<file path="src/rtl/id_ex_stage.sv">
// id_ex_stage: ID/EX pipeline register with load-use hazard detection.
//
// Captures decoded control and datapath fields from ID once per enabled clock
// edge. When the load currently in EX writes a register that the instruction
// in ID reads, the stage inserts a one-cycle bubble and asks upstream to hold
// (stall_o). A branch flush also inserts a bubble, and it takes priority over
// the stall, so a squashed instruction never causes a stall.
//
// Ports
//   clk_i, rst_i     rising-edge clock, asynchronous active-low reset
//   en_i             global advance enable (0 = every register holds)
//   flush_i          squash the instruction currently in ID
//   *_i              decoder control / datapath fields for the ID instruction
//   *_o              registered copies for EX (one cycle latency)
//   stall_o          combinational: hold PC and IF/ID this cycle
//   stall_cnt_o      saturating count of load-use stall cycles
module id_ex_stage (
  input  logic        clk_i,
  input  logic        rst_i,
  input  logic        en_i,
  input  logic        flush_i,
  input  logic [1:0]  ALUOp_i,
  input  logic        ALUSrc_i,
  input  logic [1:0]  Mem_i,
  input  logic        WB_i,
  input  logic [31:0] RS1data_i,
  input  logic [31:0] RS2data_i,
  input  logic [31:0] imm_i,
  input  logic [9:0]  funct_i,
  input  logic [4:0]  RS1addr_i,
  input  logic [4:0]  RS2addr_i,
  input  logic [4:0]  RDaddr_i,
  output logic [1:0]  ALUOp_o,
  output logic        ALUSrc_o,
  output logic [1:0]  Mem_o,
  output logic        WB_o,
  output logic [31:0] RS1data_o,
  output logic [31:0] RS2data_o,
  output logic [31:0] imm_o,
  output logic [9:0]  funct_o,
  output logic [4:0]  RS1addr_o,
  output logic [4:0]  RS2addr_o,
  output logic [4:0]  RDaddr_o,
  output logic        stall_o,
  output logic [15:0] stall_cnt_o
);

  localparam logic [1:0]  MEM_RD  = 2'b01;
  localparam logic [15:0] CNT_MAX = 16'hFFFF;

  logic hazard;
  logic bubble;

  // Load in EX whose destination is a source of the ID instruction. x0 is
  // never a real dependency, and stores (Mem_o=10) never produce data.
  assign hazard = (Mem_o == MEM_RD) && (RDaddr_o != 5'd0) &&
                  ((RDaddr_o == RS1addr_i) || (RDaddr_o == RS2addr_i));

  // A flushed instruction is discarded anyway, so no stall is needed.
  assign stall_o = hazard & ~flush_i & en_i;
  assign bubble  = en_i & (flush_i | hazard);

  always_ff @(posedge clk_i or negedge rst_i) begin
    if (!rst_i) begin
      ALUOp_o     <= '0;
      ALUSrc_o    <= 1'b0;
      Mem_o       <= '0;
      WB_o        <= 1'b0;
      RS1data_o   <= '0;
      RS2data_o   <= '0;
      imm_o       <= '0;
      funct_o     <= '0;
      RS1addr_o   <= '0;
      RS2addr_o   <= '0;
      RDaddr_o    <= '0;
      stall_cnt_o <= '0;
    end else if (en_i) begin
      // Bubble kills every side effect; RDaddr_o is cleared too so the bubble
      // cannot match the re-presented instruction next cycle, which bounds a
      // load-use stall to one cycle.
      ALUOp_o   <= bubble ? 2'b00 : ALUOp_i;
      ALUSrc_o  <= bubble ? 1'b0  : ALUSrc_i;
      Mem_o     <= bubble ? 2'b00 : Mem_i;
      WB_o      <= bubble ? 1'b0  : WB_i;
      RDaddr_o  <= bubble ? 5'd0  : RDaddr_i;
      // Remaining datapath fields are don't-care in a bubble; loading them
      // unconditionally keeps the behaviour deterministic and the mux count low.
      RS1data_o <= RS1data_i;
      RS2data_o <= RS2data_i;
      imm_o     <= imm_i;
      funct_o   <= funct_i;
      RS1addr_o <= RS1addr_i;
      RS2addr_o <= RS2addr_i;
      if (stall_o && (stall_cnt_o != CNT_MAX))
        stall_cnt_o <= stall_cnt_o + 16'd1;
    end
  end

endmodule

</file>
<file path="config.mk">
export PLATFORM = sky130hd
export DESIGN_NAME = id_ex_stage
export DESIGN_NICKNAME = d
export VERILOG_FILES = /design/src/rtl/id_ex_stage.sv
export SDC_FILE = /design/constraint.sdc
export NUM_CORES = 1
export LEC_CHECK = 0
export CAP_MARGIN = 20
export CORE_MARGIN = 2
export CORE_UTILIZATION = 38
export CTS_BUF_LIST = sky130_fd_sc_hd__clkbuf_2
export CTS_CLUSTER_DIAMETER = 30
export CTS_CLUSTER_SIZE = 16
export DETAILED_ROUTE_END_ITERATION = 8
export PLACE_DENSITY = 0.87
export SYNTH_ARGS = -nofsm -noshare
export SYNTH_HDL_FRONTEND = slang
export SYNTH_SLANG_ARGS = --single-unit
</file>
<file path="constraint.sdc">
create_clock -name clk_i -period 2.1 [get_ports clk_i]
set_input_delay 0.21 -clock clk_i [delete_from_list [all_inputs] [get_ports clk_i]]
set_output_delay 0.21 -clock clk_i [all_outputs]
set_load 0.01 [all_outputs]
</file>
# Yosys cells after proc, flatten, opt, wreduce, memory -nomap -nowiden
# Cells that the tools add are included.
[word_totals]
ff_bits = 143
word_cells = 33
inputBits = 131
output_inout_bits = 144
[op_classes]
bitwise = 5
n_mux = 5
reduce_logical = 6
add_sub_neg = 1
n_eq_ne = 4
[op_table]
columns = ["cell", "count"]
rows = [
  ["$add A16 B1 Y16 const B", 1],
  ["$ne A16 B16 Y1 const B", 1],
  ["$eq A5 B5 Y1", 2],
  ["$mux W5", 1],
  ["$reduce_bool A5 Y1", 1],
  ["$mux W2", 2],
  ["$and A1 B1 Y1", 3],
  ["$logic_and A1 B1 Y1", 3],
  ["$eq A2 B1 Y1 const B", 1],
  ["$mux W1", 2],
  ["$reduce_and A2 Y1", 1],
  ["$logic_or A1 B1 Y1", 1],
  ["$not A1 Y1", 1],
  ["$or A1 B1 Y1", 1],
]

# Logic depth before layout (Yosys ltp)
[logic_depth]
word_depth = 7
depth_mapped = 8
ltp_nobuf = 7

# Least setup slack after synthesis
# OpenSTA, ideal clock, no wires.
[synth_path]
path_type = "reg-to-reg"
from = "register stall_cnt_o[0]"
to = "register stall_cnt_o[14]"
path_buffers = 1
stages_incl_launch_ff = 9
slack_ns = -0.041
arrival_ns = 2.016
setup_ns = 0.126
t_required_ns = 1.974
period_less_slack_ns = 2.141
path_cell_list = "dfrtp_1 -> ha_1 -> and3_4 -> nor2b_4 -> and2_1 -> a2111oi_4 -> buf_6 -> nand4_1 -> xnor2_1"
[synth_between]
elab_chain_len = 3
elab_cells_between_ends = 4
classes_between = "1 x add/sub; 1 x eq/ne; 2 x reduce/logical"
[synth_lines]
columns = ["element", "line_no", "rtl"]
rows = [
  ["from (decl)", "45", "output logic [15:0] stall_cnt_o"],
  ["from (signal assigned)", "95", "stall_cnt_o <= stall_cnt_o + 16'd1;"],
  ["branches (longest 3 deep; another with $add A16 B1 Y16)", "-", ""],
]
# Parallel ways; which one is timed is not known.
# A chain may end at the register's enable or synchronous reset.

# Final worst setup path
[layout_path]
from = "register RDaddr_o[1]"
to = "output port stall_o"
[layout_between]
elab_chain_len = 5
elab_cells_between_ends = 8
classes_between = "2 x eq/ne; 2 x bitwise; 4 x reduce/logical"
[layout_lines]
columns = ["element", "line_no", "rtl"]
rows = [
  ["from (decl)", "43", "output logic [4:0] RDaddr_o,"],
  ["from (signal assigned)", "85", "RDaddr_o <= bubble ? 5'd0 : RDaddr_i;"],
  ["$eq A5 B5 Y1 or $reduce_bool A5 Y1 (tied branches)", "57, 56", ""],
  ["$logic_or A1 B1 Y1 or $logic_and A1 B1 Y1 (tied branches)", "57, 56", ""],
  ["$logic_and A1 B1 Y1 *", "56", "assign hazard = (Mem_o == MEM_RD) && (RDaddr_o != 5'd0) &&"],
  ["$and A1 B1 Y1 * (2 in a row)", "60", "assign stall_o = hazard & ~flush_i & en_i;"],
  ["to (decl)", "44", "output logic stall_o,"],
]
# Every way passes the cells marked *; elsewhere a longest branch is shown, timed or not.

==> reports/metrics.yaml <==
status:
  outcome: "complete, but fails checks"
  violations: "setup timing"
grt:
  antenna_found_initial: 0
  grt_use_total_pct: 19.9
  first_global_vias: 4508
  grt_start_max_net_pins: 117
  grt_pass1_wl_um: 24400
  grt-ovfl-total: 0
critical_path:
  startpoint: "RDaddr_o[1]"
  crit_path_end_kind: "output pin"
  critical_path_cell_count: 5
  max_stage_delay_ps: 500
  required_ps: 1890
  cp_num_buf_inv: 2
  r2r-start: "RDaddr_o[1]"
  r2r_cells: 9
  cp_top_family: "simple AND/OR/NAND/NOR gates"
  endpoint: "stall_o"
  start_kind: "flip-flop"
  path_max_fanout: 3
  worstPathCellList: "buf_6 > or4_4 > o21ai_2 > nor3_2 > buf_2"
  crit-reg2reg-capture: "stall_cnt_o[1]"
  reg2reg_slack_ps: -90
  worstSetupPathType: "reg -> out"
  worstPathArrival_ps: 2170
  cpMaxStageDelayCell: "or4_4"
route:
  drt_pass1_iterations: 4
  drc: 0
  finalWirelength_um: 15400
  via_per_inst: 4.83
  ant_nets: 0
  dr.first_iter.drc_count: 189
  vias: 4143
  wl_per_cell_um: 17.9
clock_tree:
  path_clk_slew_ps: 220
  cts_num_sinks: 143
  cts_inserted_buffers: 17
  cts-root-buf: "clkbuf_2"
  cts_tree: "done"
  htree_levels: 4
  insertion_delay_ps: 690
  clockBufferDepth: 2
synth:
  yosysTopAreaCell: "dfrtp_1"
  ys_types: 30
  synth_commonest_cells: "143 x dfrtp_1, 117 x mux2_2, 14 x xnor2_1"
  async_flop_share_pct: 100
  ys.flop_type: "dfrtp_1"
  syn_area_per_cell_um2: 15.7
  synth_edf_count: 0
  ys_seq_area_share_pct: 64.3
  yosysTopAreaCellShare_pct: 64.3
  ys_ff_latch: 143
  syn_nets: 486
  yosysWarnings: 0
  synth.most_common_cell: "dfrtp_1"
  netlist_area_mm2: 0.00556
  syn_inst: 354
  synthTopCellsByArea: "dfrtp_1 64%, mux2_2 24%, xnor2_1 2.2%"
placement:
  gp_congestion: 0.803
  port_buffers: 274
  dp.cells: 813
  post-dp-hpwl_um: 10900
power:
  pwr_density_cell_mw_per_mm2: 666
  seq_power_share_pct: 51.6
  power.total_w: 0.00608
  power_leakage_nw: 3.93
  clock_power_share_pct: 25.6
  ir_worst_vdd_uv: 442
  p_int_w: 0.00444
  swShare_pct: 27.1
  switchingPower_w: 0.00165
  share_comb_of_total_power_pct: 22.9
die:
  dieArea_mm2: 0.0156
  rows: 44
  die_height_um: 125
  io_pins: 275
  core-area_mm2: 0.0144
  initial_core_util_pct: 38.6
  dieWidth_um: 125
run:
  max-cap-violations: 0
timing:
  drv_slew: 0
  fin_crit_ps: 2380
  clock_skew_ps: 23.9
  slew_headroom_pct: 49.9
  rsz0062_at_grt: "true"
  fmax_mhz: 420
  hold_ws_ps: 98.6
  fin_crit_sh_pct: 113
  finalSetupViolCount: 15
  worstMarginPinSlew_ps: 751
  finalSetupTns_ps: -792
  setup_slack_ps: -280
  hold_violations: 0
final_layout:
  area_growth_pct: 64.3
  final_util_pct: 63.4
  nets: 793
  multi_input_area_mm2: 0.00204
  drive_above_1_share_pct: 30.2
  fillers: 1040
  diodes: 0
  register_area_mm2: 0.00358
  fin_cells: 857
hold_path:
  hold_path.class: "in -> reg"
per-layer routing:
| metal | routed length (um) | global-route usage, % | vias to the layer above |
|---|---|---|---|
| li1 | - | - | 1881 |
| met5 | 0 | 0 | - |
| met3 | 1390 | 8.69 | 22 |
| met1 | 6010 | 22.9 | 2041 |
| met4 | 295 | 6.99 | 0 |
| met2 | 7670 | 33.1 | 199 |
worst min-delay path by stage:
stage | startpoint | slack, ps | end | depth (start not counted)
global route | RS1data_i[19] | 3 | RS1data_o[19] | 2
CTS | RS1data_i[24] | 6 | RS1data_o[24] | 2
finish | RDaddr_i[1] | 100 | RDaddr_o[1] | 2
global placement | rst_i | 230 | stall_cnt_o[12] | 1
floorplan | rst_i | -90 | ALUOp_o[0] | 0
detailed placement | rst_i | 240 | stall_cnt_o[8] | 1
kinds of logic after synthesis:
kind of cell / share of synthesized area [%]
AND/OR/NAND/NOR: 4.07
multiplexers: 23.7
buffers and inverters: 1.30
XOR/XNOR: 3.94
AO/OA/AOI/OAI: 2.45
adder cells (fa/ha/maj): 0.225
flip-flops: 64.3
placed cells by master (no fill, tap or decap), types with 2 or more instances in the layout:
cell,instances
a22o_1,11
and3_1,6
buf_4,19
nor3_2,2
dlygate4sd2_1,3
inv_6,2
buf_6,3
nand4_1,5
xnor2_2,3
dfrtp_2,4
clkbuf_2,18
bufinv_16,2
nand3_4,2
clkinv_2,2
xnor2_1,11
xor2_1,9
nand2_4,3
clkinvlp_4,4
clkinv_4,2
nor2_1,5
dlymetal6s2s_1,3
dlygate4sd3_1,5
dfrtp_1,139
clkdlybuf4s50_1,265
mux2_2,116
buf_12,2
and2_4,2
xor2_2,2
final cells by class:
class	instances	area share, %
clock inverters	13	1.52
flip-flops and latches	143	39.2
inverters	1	0.0411
clock buffers	18	0.985
well taps	184	2.52
repair buffers	304	33.4
multi-input cells	194	22.3
what timing repair did:
| action | CTS | global route |
|---|---|---|
| gates cloned | 1 | 0 |
| endpoints found under the hold margin | 144 | 2 |
| pin swaps | 6 | 20 |
| hold buffers | 4 | 2 |
| gates resized for setup | 14 | 30 |
| buffers inserted | 6 | 2 |
| endpoints found under the setup margin | 4 | 21 |
worst reg2reg max path, stage by stage, from the launching register on:
cell and delay (ps):
dfrtp_1 470, buf_4 160, xor2_1 150, nor2_1 140, a22oi_2 120, buf_4 170
a2111oi_4 250, buf_4 190, buf_8 140, mux2_4 300
metrics by stage:
| step | cell area (um^2) | worst slack, ps |
|---|---|---|
| 6_report | 9140 | -280 |
| 5_1_grt | 9140 | -420 |
| 4_1_cts | 9010 | -385 |
| 3_5_place_dp | 8630 | -299 |
| 3_3_place_gp | 8630 | -273 |
| 2_1_floorplan | 5560 | 12.1 |
flip-flops by register name, summed over array words and instances, names as in the netlist, 5 cells and up:
| signal | cells |
|---|---|
| RS1data_o | 32 |
| RS2data_o | 32 |
| imm_o | 32 |
| stall_cnt_o | 16 |
| funct_o | 10 |
| RDaddr_o | 5 |
| RS1addr_o | 5 |
| RS2addr_o | 5 |
power by group through the flow:
| stage | clock network [W] | registers, W | logic [W] |
|---|---|---|---|
| 2_1_floorplan | 0 | 0.00330 | 0.000323 |
| 3_3_place_gp | 0 | 0.00317 | 0.00133 |
| 3_5_place_dp | 0 | 0.00319 | 0.00136 |
| 4_1_cts | 0.00163 | 0.00314 | 0.00140 |
| 5_1_grt | 0.00177 | 0.00317 | 0.00148 |
| 6_report | 0.00156 | 0.00314 | 0.00139 |
(Power assumes the default switching activity.)
